<file path="src/rtl/stopwatch_ctrl_if.sv">
`default_nettype none
// +--------------------------------------------------------------------------+
// | Module   : stopwatch_ctrl_if                                             |
// | Purpose  : Bundles the stopwatch controller's button inputs, live counter |
// |            digits, counter-control outputs and display digits.           |
// | Ports    : master - environment side (drives buttons and live digits)    |
// |            slave  - controller side (drives tick, status and display)    |
// | Revision : 1.0  initial release                                          |
// +--------------------------------------------------------------------------+
interface stopwatch_ctrl_if;
   logic       btn_ss;
   logic       btn_lap;
   logic       btn_rst;
   logic [3:0] live_ds;
   logic [3:0] live_sr;
   logic [3:0] live_sl;
   logic [3:0] live_mn;
   logic       tick;
   logic       cnt_clr_n;
   logic       running;
   logic       frozen;
   logic       ovf;
   logic [3:0] disp_ds;
   logic [3:0] disp_sr;
   logic [3:0] disp_sl;
   logic [3:0] disp_mn;

   modport master (
      output btn_ss, btn_lap, btn_rst,
      output live_ds, live_sr, live_sl, live_mn,
      input  tick, cnt_clr_n, running, frozen, ovf,
      input  disp_ds, disp_sr, disp_sl, disp_mn
   );

   modport slave (
      input  btn_ss, btn_lap, btn_rst,
      input  live_ds, live_sr, live_sl, live_mn,
      output tick, cnt_clr_n, running, frozen, ovf,
      output disp_ds, disp_sr, disp_sl, disp_mn
   );
endinterface
`default_nettype wire

</file>
<file path="src/rtl/stopwatch_ctrl.sv">
`default_nettype none
// +--------------------------------------------------------------------------+
// | Module   : stopwatch_ctrl                                                |
// | Purpose  : Stopwatch control: button synchronisation and edge detection,|
// |            IDLE/RUN/LAP/STOP state machine, decisecond tick prescaler,  |
// |            lap capture with display mux, and full-scale overflow flag.   |
// | Ports    : clk  - system clock, rising edge                              |
// |            clr  - synchronous active-low reset                           |
// |            sw   - stopwatch_ctrl_if.slave: buttons, live digits in;      |
// |                   tick, cnt_clr_n, running, frozen, ovf, disp_* out      |
// | Params   : TICK_DIV - clk cycles per decisecond tick (2 .. 2^24)         |
// | Revision : 1.0  initial release                                          |
// +--------------------------------------------------------------------------+
module stopwatch_ctrl #(
   parameter int unsigned TICK_DIV = 10_000_000
) (
   input wire              clk,
   input wire              clr,
   stopwatch_ctrl_if.slave sw
);

   typedef enum logic [1:0] {
      ST_IDLE = 2'd0,
      ST_RUN  = 2'd1,
      ST_LAP  = 2'd2,
      ST_STOP = 2'd3
   } state_t;

   localparam logic [23:0] c_last_count = 24'(TICK_DIV - 1);
   localparam int          c_ss         = 0;
   localparam int          c_lap        = 1;
   localparam int          c_rst        = 2;

   state_t      r_state;
   logic [23:0] r_presc;
   logic [2:0]  r_sync1;
   logic [2:0]  r_sync2;
   logic [2:0]  r_prev;
   logic [15:0] r_cap;
   logic        r_running;
   logic        r_frozen;
   logic        r_ovf;
   logic        r_cnt_clr_n;

   logic [2:0]  w_ev;
   logic [15:0] w_live;
   logic        w_full;
   logic        w_active;
   logic        w_due;

   // One-cycle event per button press (bit order: rst, lap, ss).
   assign w_ev     = r_sync2 & ~r_prev;
   assign w_live   = {sw.live_mn, sw.live_sl, sw.live_sr, sw.live_ds};
   assign w_full   = (w_live == 16'h9599);
   assign w_active = (r_state == ST_RUN) || (r_state == ST_LAP);
   // A tick is "due" when the prescaler sits at its last count while counting;
   // at full scale it is swallowed and turns into an overflow stop instead.
   assign w_due    = w_active && (r_presc == c_last_count);

   assign sw.tick      = w_due && !w_full;
   assign sw.cnt_clr_n = r_cnt_clr_n;
   assign sw.running   = r_running;
   assign sw.frozen    = r_frozen;
   assign sw.ovf       = r_ovf;
   assign {sw.disp_mn, sw.disp_sl, sw.disp_sr, sw.disp_ds} = r_frozen ? r_cap : w_live;

   always_ff @(posedge clk) begin
      if (!clr) begin
         r_state     <= ST_IDLE;
         r_presc     <= '0;
         r_sync1     <= '0;
         r_sync2     <= '0;
         r_prev      <= '0;
         r_cap       <= '0;
         r_running   <= 1'b0;
         r_frozen    <= 1'b0;
         r_ovf       <= 1'b0;
         r_cnt_clr_n <= 1'b0;
      end else begin
         r_sync1     <= {sw.btn_rst, sw.btn_lap, sw.btn_ss};
         r_sync2     <= r_sync1;
         r_prev      <= r_sync2;
         r_cnt_clr_n <= 1'b1;

         case (r_state)
            ST_IDLE: begin
               if (w_ev[c_ss]) begin
                  r_state   <= ST_RUN;
                  r_running <= 1'b1;
               end
            end

            ST_RUN, ST_LAP: begin
               if (w_due && w_full) begin
                  // Prescaler is left at its last count; only a zero clears it.
                  r_state   <= ST_STOP;
                  r_running <= 1'b0;
                  r_frozen  <= 1'b0;
                  r_ovf     <= 1'b1;
               end else begin
                  r_presc <= w_due ? 24'd0 : r_presc + 24'd1;
                  if (w_ev[c_ss]) begin
                     r_state   <= ST_STOP;
                     r_running <= 1'b0;
                     r_frozen  <= 1'b0;
                  end else if (w_ev[c_lap]) begin
                     r_state  <= ST_LAP;
                     r_frozen <= 1'b1;
                     r_cap    <= w_live;
                  end
               end
            end

            ST_STOP: begin
               // Prescaler holds here so a resume finishes the partial tick.
               if (w_ev[c_rst]) begin
                  r_state     <= ST_IDLE;
                  r_presc     <= '0;
                  r_cnt_clr_n <= 1'b0;
                  r_ovf       <= 1'b0;
               end else if (w_ev[c_ss] && !r_ovf) begin
                  r_state   <= ST_RUN;
                  r_running <= 1'b1;
               end
            end

            default: begin
               r_state <= ST_IDLE;
            end
         endcase
      end
   end

endmodule
`default_nettype wire
</file>
<file path="src/flat_wrapper.sv">
// flat-port wrapper written by rule: the top's interface ports become plain ports
module stopwatch_ctrl_flat 
#(
   parameter int unsigned TICK_DIV = 10_000_000
)
  (clk, clr, sw_btn_ss, sw_btn_lap, sw_btn_rst, sw_live_ds, sw_live_sr, sw_live_sl, sw_live_mn, sw_tick, sw_cnt_clr_n, sw_running, sw_frozen, sw_ovf, sw_disp_ds, sw_disp_sr, sw_disp_sl, sw_disp_mn);
  stopwatch_ctrl_if sw_i ();
  input wire clk;
  input wire clr;
  input wire logic [$bits(sw_i.btn_ss)-1:0] sw_btn_ss;
  input wire logic [$bits(sw_i.btn_lap)-1:0] sw_btn_lap;
  input wire logic [$bits(sw_i.btn_rst)-1:0] sw_btn_rst;
  input wire logic [$bits(sw_i.live_ds)-1:0] sw_live_ds;
  input wire logic [$bits(sw_i.live_sr)-1:0] sw_live_sr;
  input wire logic [$bits(sw_i.live_sl)-1:0] sw_live_sl;
  input wire logic [$bits(sw_i.live_mn)-1:0] sw_live_mn;
  output wire logic [$bits(sw_i.tick)-1:0] sw_tick;
  output wire logic [$bits(sw_i.cnt_clr_n)-1:0] sw_cnt_clr_n;
  output wire logic [$bits(sw_i.running)-1:0] sw_running;
  output wire logic [$bits(sw_i.frozen)-1:0] sw_frozen;
  output wire logic [$bits(sw_i.ovf)-1:0] sw_ovf;
  output wire logic [$bits(sw_i.disp_ds)-1:0] sw_disp_ds;
  output wire logic [$bits(sw_i.disp_sr)-1:0] sw_disp_sr;
  output wire logic [$bits(sw_i.disp_sl)-1:0] sw_disp_sl;
  output wire logic [$bits(sw_i.disp_mn)-1:0] sw_disp_mn;
  assign sw_i.btn_ss = sw_btn_ss;
  assign sw_i.btn_lap = sw_btn_lap;
  assign sw_i.btn_rst = sw_btn_rst;
  assign sw_i.live_ds = sw_live_ds;
  assign sw_i.live_sr = sw_live_sr;
  assign sw_i.live_sl = sw_live_sl;
  assign sw_i.live_mn = sw_live_mn;
  assign sw_tick = sw_i.tick;
  assign sw_cnt_clr_n = sw_i.cnt_clr_n;
  assign sw_running = sw_i.running;
  assign sw_frozen = sw_i.frozen;
  assign sw_ovf = sw_i.ovf;
  assign sw_disp_ds = sw_i.disp_ds;
  assign sw_disp_sr = sw_i.disp_sr;
  assign sw_disp_sl = sw_i.disp_sl;
  assign sw_disp_mn = sw_i.disp_mn;
  stopwatch_ctrl #(.TICK_DIV(TICK_DIV)) u_core (.clk(clk), .clr(clr), .sw(sw_i));
endmodule
</file>
<file path="config.mk">
export PLATFORM = sky130hd
export DESIGN_NAME = stopwatch_ctrl_flat
export DESIGN_NICKNAME = d
export VERILOG_FILES = /design/src/rtl/stopwatch_ctrl_if.sv /design/src/rtl/stopwatch_ctrl.sv /design/src/flat_wrapper.sv
export SDC_FILE = /design/constraint.sdc
export NUM_CORES = 1
export LEC_CHECK = 0
export CELL_PAD_IN_SITES_DETAIL_PLACEMENT = 0
export CELL_PAD_IN_SITES_GLOBAL_PLACEMENT = 1
export CORE_MARGIN = 1
export CORE_UTILIZATION = 44
export CTS_CLUSTER_SIZE = 25
export DETAILED_ROUTE_END_ITERATION = 7
export PLACE_DENSITY_LB_ADDON = 0.3
export RECOVER_POWER = 100
export SETUP_SLACK_MARGIN = 0.3
export SLEW_MARGIN = 20
export SYNTH_ARGS = -nofsm -noshare
export SYNTH_HDL_FRONTEND = slang
export SYNTH_SLANG_ARGS = --single-unit
</file>
<file path="constraint.sdc">
create_clock -name clk -period 4.1 [get_ports clk]
set_input_delay 0.615 -clock clk [delete_from_list [all_inputs] [get_ports clk]]
set_output_delay 0.615 -clock clk [all_outputs]
set_load 0.02 [all_outputs]
</file>
* Yosys cells after proc, flatten, opt, wreduce, memory -nomap -nowiden
Index checks and enable logic that the tools add are counted.
** Storage, ports and cells
- Memory bits (read-only) :: 0
- Bits in registers :: 55
- Logic and storage cells :: 72
- Input port bits :: 21
- Memories kept :: 0
- Bits in latches :: 0
- RAM bits :: 0
- Output and inout bits :: 21
** Cells by class
- Shift-type cells :: 0
- Equal/unequal tests :: 14
- Muxes and demuxes :: 26
- Div/mod/pow operators :: 0
- Magnitude comparators :: 0
- Add/subtract/negate cells :: 1
- Bitwise gates (word level) :: 4
- Reduce and logical (&&, ||, !) cells :: 17
- $mul :: 0
** Operators by type and width (number)
- $mux 24 :: 3
- $pmux 24 s2 :: 1
- $add 24x1->24 const B :: 1
- $eq 24x24->1 const B :: 1
- $eq 16x16->1 const B :: 1
- $mux 16 :: 1
- $mux 1 :: 12
- $mux 2 :: 6
- $reduce_and 3->1 :: 3
- $ne 2x1->1 const B :: 4
- $reduce_and 4->1 :: 2
- $ne 3x1->1 const B :: 2
- $pmux 2 s3 :: 1
- $eq 2x2->1 const B :: 2
- $logic_and 1x1->1 :: 4
- $ne 2x2->1 const B :: 2
- $ne 4x1->1 const B :: 1
- $and 3x3->3 :: 1
- $not 3->3 :: 1
- $pmux 1 s3 :: 1
- $reduce_bool 3->1 :: 1
- $eq 2x1->1 const B :: 1
- $logic_not 1->1 :: 2
- $logic_not 2->1 :: 1
- 6 further kinds :: 7

* Depth between registers and ports, before layout
- Word-level depth :: 6
- Gate-level depth with buffers :: 9
- Gate-level depth less buffers :: 7

* Worst setup path after synthesis
OpenSTA, ideal clock, no wires.
- Path kind :: input to register
- From :: input sw_live_mn[2]
- To :: register u_core.r_cap[0]
- Library setup time :: 0.120 ns
- Cell stages on the path :: 7
- Data required time :: 3.980 ns
- Data arrival time :: 2.171 ns
- Path buffers :: 2
- Setup slack :: 1.810 ns
- Cell sequence :: or4b_4 > nor4_4 > nand3_2 > and4_4 > buf_6 > buf_6 > mux2i_1
** Between the ends
- Word-level cells in the longest chain between the ends :: 4
** RTL lines
- start, declared :: line flat_wrapper.sv:16 : input wire logic [$bits(sw_i.live_mn)-1:0] sw_live_mn;
- $eq 16x16->1 :: line stopwatch_ctrl.sv:54 : assign w_full = (w_live == 16'h9599);
- $logic_and 1x1->1 :: line stopwatch_ctrl.sv:94 : if (w_due && w_full) begin
- $not 1->1 (no line)
- $reduce_and 4->1 (no line)
- end signal, assigned :: line stopwatch_ctrl.sv:109 : r_cap <= w_live;
- end, declared :: line stopwatch_ctrl.sv:39 : logic [15:0] r_cap;
Every way passes these cells.
A chain may end at the register's enable or synchronous reset.

* Worst setup path in the final report
- From :: input sw_live_mn[2]
- To :: output sw_tick
** Between the ends
- Word-level cells in the longest chain between the ends :: 3
** RTL lines
- $eq 16x16->1 :: line stopwatch_ctrl.sv:54
- $logic_not 1->1 :: line stopwatch_ctrl.sv:60 : assign sw.tick = w_due && !w_full;
- $logic_and 1x1->1 :: line stopwatch_ctrl.sv:60
- end, declared :: line flat_wrapper.sv:17 : output wire logic [$bits(sw_i.tick)-1:0] sw_tick;
Every way passes these cells.

==> results_dict.tcl <==
set metrics [dict create \
    outcome "finished, violations left" \
    violations "capacitance limit, slew limit" \
    synth-compound-area-share_pct 12.2 \
    ys_dominant_reg_cell "dfxtp_1" \
    crit_type "in -> out" \
    track_usage_pct 20.3 \
    syn_to_final_growth_pct 17.4 \
    synth_nets 348 \
    final_cells 433 \
    crit_end "sw_tick" \
    final_nets 380 \
    num_vias 2468 \
    skew_ns 0.0122 \
    worstPathArrival_ns 2.98 \
    antenna_left 0 \
    total_power_mw 1.12 \
    clock_path_buffers 2 \
    first_global_vias 2219 \
    cts_buffers 5 \
    slowest_stage "dlygate4sd3_1" \
    syn_area_um2 2870 \
    wl_per_cell_um 14.8 \
    cp-start-kind "input port" \
    crit_chain "dlygate4sd3_1 -> or4b_4 -> nor4_1 -> nor2_1 -> clkdlybuf4s50_1" \
    place_congestion 0.773 \
    synth_top_family_by_area "simple AND/OR/NAND/NOR gates" \
    row_count 29 \
    postLayoutCoreUtil_pct 53.4 \
    core_um2 6310 \
    dr.pass1.iters 4 \
    maxSlewViolCount 46 \
    path_buf_inv 2 \
    synth_edf_count 0 \
    synth_top_area_share_pct 38.3 \
    dp_hpwl_mm 4.63 \
    setup.worst_path.end_class "primary output" \
    synth-xor-area-share_pct 3.05 \
    cts_max_level 2 \
    yosysWarningCount 0 \
    ys_seq_area_share_pct 38.3 \
    grt_max_degree 46 \
    synth_fa_ha_area_share_pct 1.74 \
    muxShareOfSynthArea_pct 12.9 \
    place_area_um2 3310 \
    period_needed_ns 3.59 \
    antenna_found_initial 0 \
    cp_num_cells 5 \
    initial_utilization_pct 45.5 \
    rr_worst_depth 8 \
    startpoint "sw_live_mn[2]" \
    timing.final.crit_share_pct 87.7 \
    die_x_um 82.8 \
    tightest_slew_ns 1.73 \
    maxCapViolations 1 \
    antenna_cells 0 \
    reg2reg_slack_ns 1.53 \
    drc 0 \
    hp-class "reg -> reg" \
    r2r-start "u_core.r_state[0]" \
    fin_ws_ns 0.506 \
    synth-simple-area-share_pct 27.5 \
    peakVddDrop_mv 0.267 \
    r2r_end "u_core.r_cap[10]" \
    tritoncts "built" \
    fin_tns_setup_ns 0 \
    crit_family "simple AND/OR/NAND/NOR gates" \
    worstPathMaxFanout 3 \
    fmax_ghz 0.278 \
    ys_types 50 \
    die_y_um 82.8 \
    pre_cts_slack_ns 0.805 \
    postCtsResizedCells 0 \
    totalWireLength_mm 6.42 \
    synth_commonest_cells "dfxtp_1, nand2_1, mux2i_1, nor2_1, mux2_2" \
    setup_viol 0 \
    root_buffer "clkbuf_8" \
    hold_viol 0 \
    grt_pass1_wl_mm 10.7 \
    yosys.area.top_type "dfxtp_1" \
    final_layout_size_suffix_gt1_share_pct 7.87 \
    timing.hold.ws_ns 0.443 \
    leakagePower_nw 1.22 \
    cts_hold_buf 0 \
    avgSynthCellArea_um2 8.89 \
    post_cts_buffers 0 \
    slowest_delay_ns 0.56 \
    synth.most_common_cell "dfxtp_1" \
    ios 42 \
    ys_seq_elements 55 \
    crit_required_ns 3.48 \
    slew_headroom_pct -15.1 \
    path_clk_slew_ns 0.10 \
    syn-instance-count 323 \
    die_area_um2 6850 \
    drtIter0Drc 166 \
    via_per_inst 5.70 \
    synthArstFlopShare_pct 0 \
    numPortBuffers 41 \
    yosys-top-cells-area "dfxtp_1, mux2i_1, mux2_2" \
    powerDensity_nw_per_um2 331 \
    rsz0062_at_grt "no" \
    dp_cells 425 \
    clk_latency_ns 0.31 \
    cts.sinks 55 \
    design_area_um2 3370 \
    overflow 0 \
]
-- worst min-delay path by stage --
stage	start	slack [ns]	cells after the start	end
floorplan	u_core.r_sync1[0]	0.41	1	u_core.r_sync2[0]
global placement	u_core.r_sync1[2]	0.42	1	u_core.r_sync2[2]
detailed placement	u_core.r_sync1[2]	0.42	1	u_core.r_sync2[2]
CTS	u_core.r_sync1[2]	0.45	1	u_core.r_sync2[2]
global route	u_core.r_sync1[0]	0.47	1	u_core.r_sync2[0]
finish	u_core.r_sync1[2]	0.44	1	u_core.r_sync2[2]
-- layer usage --
metal  share of wire [%]  vias up  track usage [%]
li1                    -     1231                -
met1                  49     1190             28.2
met2                  47       42             32.8
met3                 3.4        5             3.50
met4                0.65        0             4.66
met5                   0        -                0
-- placed cells by master, fill, tap and decap left out, types with 5 or more instances in the layout --
cell and n:
dfxtp_1 55, nand2_1 41, dlygate4sd3_1 22, nor2_1 19
mux2i_1 19, clkdlybuf4s50_1 19, mux2_2 16, o21ai_0 16
nand4_1 12, nand3_1 12, a21oi_1 11, inv_1 10
and3_1 9, xor2_1 9, or3_1 6, nor3_1 5
and2_0 5, clkbuf_8 5
-- registers in the layout (all words and copies together), names as in the netlist --
| register | count |
|---|---|
| u_core.sw.frozen | 1 |
| u_core.sw.cnt_clr_n | 1 |
| u_core.r_sync2 | 3 |
| u_core.r_state | 2 |
| u_core.sw.ovf | 1 |
| u_core.r_cap | 16 |
| u_core.sw.running | 1 |
| u_core.r_sync1 | 3 |
| u_core.r_prev | 3 |
| u_core.r_presc | 24 |
-- kinds of logic (layout without fill, tap and decap cells) --
family,count (synthesis),in the layout
simple gates,140,140
flops,55,55
compound gates,51,51
mux,35,35
buf+inv,28,61
xor+xnor,10,10
fa+ha+maj,4,4
-- power by group --
group / switching (mW) / internal, mW / leakage, nW
Sequential: 0.0229 / 0.560 / 0.446
Combinational: 0.125 / 0.0998 / 0.727
Clock: 0.186 / 0.123 / 0.0443
-- final cells by class --
cell class                 count  area [µm²]
clock buffer                   5        68.8
clock inverter                 3        25.0
fill                         605        2940
inverter                      10        37.5
multi-input combinational    240        1630
sequential                    55        1100
tap                           77        96.3
timing repair buffer          43         418
Note: power is estimated with default switching activity, not from simulation.
==> variant, RTL diff (same settings) <==
Register the input `clr` before use. The logic sees it one clock later. The other inputs are not delayed to match.
--- a/src/rtl/stopwatch_ctrl.sv
+++ b/src/rtl/stopwatch_ctrl.sv
@@ -32,2 +32,8 @@
    localparam int          c_rst        = 2;
+
+   logic clr_q;
+
+   always_ff @(posedge clk) begin
+      clr_q <= clr;
+   end
 
@@ -67,3 +73,3 @@
    always_ff @(posedge clk) begin
-      if (!clr) begin
+      if (!clr_q) begin
          r_state     <= ST_IDLE;
Function: changed (Yosys sat finds a counterexample within 4 cycles, from zero or initial values).
==> variant against the unedited design <==
Largest cell class unchanged; sequential power up 3%; hold slack worse by 0.0012 ns; final area down 1.8%; combinational power up 12%; total power up 2.1%; the run still ends with capacitance limit, slew limit left; register-to-register slack worse by 0.52 ns; synthesized cell count down 3.1%; wire length down 9.7%; critical path type unchanged; sequential cell count up 1; worst setup slack better by 0.28 ns; fmax up 8.4%; area after synthesis down 0.92%; critical path depth unchanged; highest routed layer unchanged; global-route usage down 1.5 points.
==> variant: results (changes against the unedited design) <==
[power_and_ir_drop]
peakVddDrop_mv=0.216  ; -19%
p_leak_uw=0.00117  ; -3.8%

[placed_design]
placement.cell_area_um2=3250  ; -1.8%
dp_hpwl_um=4170  ; -9.9%
dp_slack_ns=0.883  ; +0.0780 ns
place_congestion=0.815  ; +5.3%
numPortBuffers=41  ; unchanged

[synth]
ys_seq_area_share_pct=39.4  ; +1.1 points
synth_common_cells=dfxtp_1 (56), nand2_1 (49), mux2_2 (17), mux2i_1 (17), nor2_1 (17)
synth_cell_types=51  ; +2.0%
syn_nets=337  ; -3.2%
netlist_top_cells_area=dfxtp_1 (39%), mux2_2 (6.7%), nand2_1 (6.5%)

[layout]
layout.nets=370  ; -2.6%
drive_above_1_share_pct=11.6  ; +3.7 points
antennaDiodeCount=0  ; unchanged

[job]
cap_viol_max_count=1  ; unchanged

[grt]
grt_max_degree=38  ; -17%
grt_pass1_vias=2032  ; -8.4%
grt_pass1_wl_um=9720  ; -9.4%
grt_usage_pct=18.8  ; -1.5 points

[route]
wl_met2_um=2550  ; -16%
drt_iter0_markers=106  ; -36%
m1WireLength_um=2970  ; -4.6%
route.met3.wl_um=197  ; -11%
via_per_inst=5.41  ; -5.1%
wirelength_um=5800  ; -9.7%

[setup_path]
reg2reg_from=u_core.r_state[1]$_SDFFE_PN0P_
rr_endpoint=u_core.r_presc[21]$_SDFFE_PN0P_
r2r_slack_ns=1.01  ; -0.52 ns
rr_worst_depth=7  ; -1
setup.worst_path.start=sw_live_ds[0]
path_max_fanout=4  ; +1
crit_family=buffers and inverters
worst_ep_arrival_time_ns=2.70  ; -0.28 ns
critPathMaxStageDelay_ns=0.71  ; +0.15 ns

[min_path]
hp-start=u_core.r_sync1[1]$_SDFF_PN0_

[run_status]
violations=capacitance limit, slew limit
status=complete, but fails checks

[sta]
min_period_over_period_pct=80.9  ; -6.8 points
max_slew_margin_pct=-6.50  ; +8.6 points
timing.final.max_slew_violations=23  ; -50%
skew_ns=0.00703  ; -0.00516 ns

-- variant: cell type report --
class | count | area, µm²
clock inverters | 2 | 12.5
well taps | 75 | 93.8
clock buffers | 5 | 68.8
repair buffers | 43 | 422
inverters | 7 | 26.3
multi-input cells | 233 | 1570
flip-flops and latches | 56 | 1120
fillers | 599 | 2750
-- variant: kinds of logic (layout without fill, tap and decap cells) --
logic type                 count (synthesis)  in the layout  share of synthesized area, %
AOI/OAI and AO/OA                         44             44                          10.3
adders and majority gates                  3              3                          1.32
DFF                                       56             56                          39.4
xor gates and xnor gates                  11             11                          3.39
muxes                                     34             34                          12.7
buffers and inverters                     24             57                          5.19
and+or+nand+nor                          141            141                          27.7
-- variant: how the worst min path moves through the flow --
stage                     depth (start not counted)  slack (ns)                           end
after floorplan                                   1        0.41  u_core.r_sync2[0]$_SDFF_PN0_
after global placement                            1        0.41  u_core.r_sync2[2]$_SDFF_PN0_
after detailed placement                          1        0.42  u_core.r_sync2[0]$_SDFF_PN0_
after CTS                                         1        0.45  u_core.r_sync2[0]$_SDFF_PN0_
after global routing                              1        0.46  u_core.r_sync2[2]$_SDFF_PN0_
final                                             1        0.44  u_core.r_sync2[1]$_SDFF_PN0_
-- variant: stage by stage --
step / cells / util, %
2_1_floorplan: 313 / -
3_3_place_gp: 414 / 53.5
3_5_place_dp: 414 / 53.6
4_1_cts: 421 / 54.9
5_1_grt: 421 / 54.6
6_report: 421 / 54.6
-- variant: where the power goes --
| group | switching, µW | internal [µW] |
|---|---|---|
| Combinational | 140 | 110 |
| Sequential | 26.6 | 573 |
| Clock | 173 | 116 |
-- variant: worst register-to-register path: stages, from the launching register on --
cell and delay, ns:
dfxtp_1 0.39, inv_1 0.06, ha_1 0.44, nand2_1 0.16
nor4_4 0.19, a31oi_1 0.23, o31ai_2 1.33, nor2_1 0.13
-- variant: per-layer routing --
layer	GRT usage (%)	vias to the layer above
li1	-	1184
met5	0	-
met4	5.26	0
met3	4.29	8
met1	25.4	1058
met2	29.8	28
